**config.mk**
```make
export PLATFORM = sky130hd
export DESIGN_NAME = border_update
export DESIGN_NICKNAME = d
export VERILOG_FILES = /design/src/rtl/border_update.sv
export SDC_FILE = /design/constraint.sdc
export NUM_CORES = 1
export LEC_CHECK = 0
export ABC_CLOCK_PERIOD_IN_PS = 10110
export BUFFER_PORTS_ARGS = -buffer_cell sky130_fd_sc_hd__buf_2
export CORE_MARGIN = 3
export CORE_UTILIZATION = 40
export DETAILED_ROUTE_END_ITERATION = 10
export SKIP_LAST_GASP = 1
export SYNTH_ARGS = -nofsm -noshare
export SYNTH_HDL_FRONTEND = slang
export SYNTH_SLANG_ARGS = --single-unit
```
**constraint.sdc**
```tcl
create_clock -name clk -period 10.11 [get_ports clk]
set_clock_uncertainty 0.15 [all_clocks]
set_input_delay 0.5055 -clock clk [delete_from_list [all_inputs] [get_ports clk]]
set_output_delay 0.5055 -clock clk [all_outputs]
set_load 0.01 [all_outputs]
```
**src/rtl/border_update.sv**
```systemverilog
// border_update: folds the four cells of a locked piece into the per-column
// stack heights, then presents the merged border and pulses write_mem so the
// column-border register bank can load it.
//
// Ports:
//   clk         system clock, rising edge
//   rst         asynchronous active-low reset
//   start       merge request, honoured only in IDLE
//   rho_x/rho_y packed coordinates of the four piece cells (cell 0 in the MSBs)
//   cur_border  current register-bank contents (column 0 in the MSBs)
//   new_border  merged border, same packing as cur_border
//   write_mem   one-cycle load strobe for the register bank
//   busy        high while an operation is in flight
//   done        one-cycle completion pulse
//   game_over   sticky flag: the stack reached the top row
//   bad_cell    last operation had an x coordinate outside the playfield
module border_update #(
    parameter int unsigned MEM_WIDTH  = 10,
    parameter int unsigned MEM_HEIGHT = 20,
    parameter int unsigned WIDTH      = 8
) (
    input  logic                         clk,
    input  logic                         rst,
    input  logic                         start,
    input  logic [4*WIDTH-1:0]           rho_x,
    input  logic [4*WIDTH-1:0]           rho_y,
    input  logic [MEM_WIDTH*WIDTH-1:0]   cur_border,
    output logic [MEM_WIDTH*WIDTH-1:0]   new_border,
    output logic                         write_mem,
    output logic                         busy,
    output logic                         done,
    output logic                         game_over,
    output logic                         bad_cell
);

    localparam logic [1:0] IDLE  = 2'd0;
    localparam logic [1:0] SCAN  = 2'd1;
    localparam logic [1:0] WRITE = 2'd2;
    localparam logic [1:0] DONE  = 2'd3;

    logic [1:0]                   state, state_next;
    logic [1:0]                   idx, idx_next;
    logic [4*WIDTH-1:0]           rho_x_q, rho_y_q;
    logic [MEM_WIDTH*WIDTH-1:0]   border_next;
    logic                         bad_next, go_next, load;
    logic [WIDTH-1:0]             cell_x, cell_y, h_clamp;
    logic [WIDTH:0]               h_full;
    logic                         cell_ok;

    // Next-state, cell selection and column merge for the current cell
    always_comb begin
        state_next  = state;
        idx_next    = idx;
        border_next = new_border;
        bad_next    = bad_cell;
        go_next     = game_over;
        load        = 1'b0;
        cell_x      = '0;
        cell_y      = '0;

        for (int k = 0; k < 4; k++) begin
            if (idx == 2'(k)) begin
                cell_x = rho_x_q[WIDTH*(3-k) +: WIDTH];
                cell_y = rho_y_q[WIDTH*(3-k) +: WIDTH];
            end
        end

        // One extra bit so y = 2^WIDTH-1 cannot wrap to a height of 0
        h_full  = {1'b0, cell_y} + (WIDTH+1)'(1);
        h_clamp = (h_full > (WIDTH+1)'(MEM_HEIGHT)) ? WIDTH'(MEM_HEIGHT)
                                                    : h_full[WIDTH-1:0];
        cell_ok = (cell_x < WIDTH'(MEM_WIDTH));

        case (state)
            IDLE: begin
                if (start) begin
                    load        = 1'b1;
                    border_next = cur_border;
                    bad_next    = 1'b0;
                    idx_next    = 2'd0;
                    state_next  = SCAN;
                end
            end
            SCAN: begin
                if (!cell_ok) begin
                    bad_next = 1'b1;
                end else begin
                    // Compare against the working copy so repeated columns keep the max
                    for (int i = 0; i < int'(MEM_WIDTH); i++) begin
                        if ((cell_x == WIDTH'(i)) &&
                            (new_border[WIDTH*(MEM_WIDTH-1-i) +: WIDTH] < h_clamp)) begin
                            border_next[WIDTH*(MEM_WIDTH-1-i) +: WIDTH] = h_clamp;
                        end
                    end
                    if (h_full >= (WIDTH+1)'(MEM_HEIGHT)) begin
                        go_next = 1'b1;
                    end
                end
                idx_next = idx + 2'd1;
                if (idx == 2'd3) begin
                    state_next = WRITE;
                end
            end
            WRITE:   state_next = DONE;
            DONE:    state_next = IDLE;
            default: state_next = IDLE;
        endcase
    end

    // State, datapath and registered status outputs
    always_ff @(posedge clk or negedge rst) begin
        if (!rst) begin
            state      <= IDLE;
            idx        <= 2'd0;
            rho_x_q    <= '0;
            rho_y_q    <= '0;
            new_border <= '0;
            bad_cell   <= 1'b0;
            game_over  <= 1'b0;
            write_mem  <= 1'b0;
            busy       <= 1'b0;
            done       <= 1'b0;
        end else begin
            state      <= state_next;
            idx        <= idx_next;
            new_border <= border_next;
            bad_cell   <= bad_next;
            game_over  <= go_next;
            write_mem  <= (state_next == WRITE);
            busy       <= (state_next != IDLE);
            done       <= (state_next == DONE);
            if (load) begin
                rho_x_q <= rho_x;
                rho_y_q <= rho_y;
            end
        end
    end

endmodule
```
==> flow_metrics.tcl <==
set metrics [dict create \
    num_io_pins 232 \
    drt_first_pass_iters 5 \
    yosys_warnings 0 \
    dp_hpwl_um 20070 \
    dp_slack_ns 3.960 \
    yosys-top-cells-area "dfrtp_1, nand2_1, ha_1, a21oi_1, a21o_1" \
    r2r_slack_ns 3.86 \
    synth_area_leader_cell "dfrtp_1" \
    first_global_vias 7852 \
    tightest_slew_ns 1.110 \
    wl_per_cell_um 18.11 \
    vias 8023 \
    status "completed" \
    nNetsFinal 1442 \
    cp.arrival_ns 6.40 \
    drt_iter0_drc 557 \
    p_total_mw 4.039 \
    cts_root_buf "clkbuf_16" \
    rsz0062_at_grt "false" \
    p_per_area_nw_per_um2 369.1 \
    portBuffers 231 \
    gr-usage-all-layers 0.2272 \
    synth.most_common_cell "nand2_1" \
    ys_seq_area_frac 0.4336 \
    htree_levels 4 \
    synth_flop_cell "dfrtp_1" \
    setup_viol 0 \
    synth.avg_cell_area_sq_um 8.964 \
    min_path_type "in2reg" \
    numCtsBuffers 17 \
    ys_ff_latch 153 \
    dieHeight_um 154.6 \
    synth_edf_count 0 \
    finalHoldViolCount 0 \
    num_rows 53 \
    ys_types 75 \
    fin_ws_ns 3.862 \
    slew_headroom 0.2603 \
    yosysTopAreaCellShare 0.4336 \
    antenna_left 0 \
    synth_area_sq_um 8830 \
    initial_core_util 0.4135 \
    via_per_inst 5.292 \
    fp.coreArea_sq_um 21350 \
    fmax_ghz 0.1601 \
    antenna_found_initial 0 \
    die_width_um 154.6 \
    cp.required_ns 10.26 \
    grt_max_degree 80 \
    finalWirelength_um 27460 \
    period_needed_ns 6.248 \
    tns_ns 0 \
    finalCritPeriodShare 0.6180 \
    synth_async_sr_flop_share 1.000 \
    synthToLayoutAreaGrowth_pct 23.93 \
    syn-instance-count 985 \
    grt_pass1_wl_um 43050 \
    num_antenna_cells 0 \
    synth_common_cells "nand2_1, dfrtp_1, ha_1, a21oi_1" \
    ctsResizeCount 0 \
    worstSetupEndpointType "flip-flop" \
    gp_congestion 0.8518 \
    drc 0 \
    gr-total-overflow 0 \
    cp-start-kind "flip-flop" \
    ir_worst_vdd_v 0.0002308 \
    crit_type "reg2reg" \
    p_leak_nw 5.786 \
    die_area_sq_um 23890 \
    cts.sinks 153 \
    drv_cap 0 \
    worst-path-max-fanout 22 \
    drv_slew 0 \
    cts_tree "yes" \
    drive_above_1_share 0.2506 \
    clk_latency_ns 0.42 \
    clkTransAtPathRegs_ns 0.07 \
    clk_path_buf_depth 2 \
]
==> worst max-delay path, stage by stage (launching register included) <==
cell and delay [ns]:
dfrtp_1 0.41, ha_1 0.67, nand2b_2 0.30, o22ai_1 0.10
a31oi_2 0.34, ha_1 0.37, nor2_1 0.09, mux2_2 0.26
o31a_1 0.26, or3_1 0.50, nor2_1 0.30, nand2_1 0.39
ha_1 0.42, nor2_1 0.10, a31oi_1 0.05, maj3_1 0.38
a31oi_1 0.40, nor2_1 0.27, a221o_1 0.37
==> placed cells by master (no fill, tap or decap), types with 12 or more instances in the layout <==
master	count
mux2_2	12
a21oi_1	53
nand2_1	248
and3_1	18
conb_1	30
nor2_1	44
nand3_1	17
nor3_1	14
nor2b_1	12
a21o_1	32
mux2i_1	20
o21ai_0	44
dfrtp_1	153
a211oi_1	12
buf_2	230
inv_1	41
o211ai_1	21
ha_1	66
clkbuf_16	17
==> state kept, by name, indices dropped and copies added (netlist names) <==
| register | cells |
|---|---|
| done | 1 |
| busy | 1 |
| idx | 2 |
| bad_cell | 1 |
| new_border | 80 |
| game_over | 1 |
| rho_x_q | 32 |
| rho_y_q | 32 |
| state | 2 |
| write_mem | 1 |
==> timing repair <==
item | in CTS | in global routing
buffers inserted | 0 | 0
hold endpoints to repair | 4 | 0
hold buffers | 1 | 0
endpoints found under the setup margin | 0 | 0
==> power breakdown <==
group | leakage, nW | internal (mW) | switching [mW]
Sequential | 1.89 | 0.898 | 0.249
Combinational | 3.62 | 0.860 | 1.40
Clock | 0.272 | 0.372 | 0.262
Total | 5.79 | 2.13 | 1.91
==> area by class of cell <==
cell class / count / area (sq um)
inverter: 42 / 157.7
tap: 275 / 344.1
clock inverter: 12 / 142.6
sequential: 153 / 3829
clock buffer: 19 / 442.9
fill: 2073 / 10410
multi-input combinational: 773 / 4780
timing repair buffer: 242 / 1247
==> metrics by stage <==
step | area (sq um) | cells | utilization | hold WS, ns
after floorplan | 8939 | 1014 | - | 0.05991
after global placement | 10350 | 1484 | 0.4846 | 0.2999
after detailed placement | 10350 | 1484 | 0.4846 | 0.3045
after CTS | 10940 | 1516 | 0.5125 | 0.1068
after global routing | 10940 | 1516 | 0.5125 | 0.1136
final | 10940 | 1516 | 0.5125 | 0.1262
==> routing by layer <==
layer | GRT usage | wire length [um] | share of wire
met4 | 0.06098 | 547 | 0.020
met3 | 0.04225 | 2068 | 0.075
met5 | 0 | 0 | 0
met1 | 0.3301 | 12610 | 0.46
met2 | 0.3498 | 12230 | 0.45
==> path summary, 6_finish.rpt <==
check                          start              to  cells after the start
max                           idx[0]  new_border[68]                     18
min                        rho_x[22]     rho_x_q[22]                      3
max reg2reg                   idx[0]  new_border[68]                     18
min reg2reg                game_over       game_over                      1
max in group asynchronous        rst     rho_y_q[20]                      3
min in group asynchronous        rst  new_border[13]                      2
==> cell families after synthesis <==
logic type / share of synthesized area
DFF: 0.4336
xor gates and xnor gates: 0.001984
AOI/OAI and AO/OA: 0.1771
other: 0.0004247
and+or+nand+nor: 0.2121
adders and majority gates: 0.09466
buffers and inverters: 0.03911
muxes: 0.04095
Power figures use the tool's default switching activity.
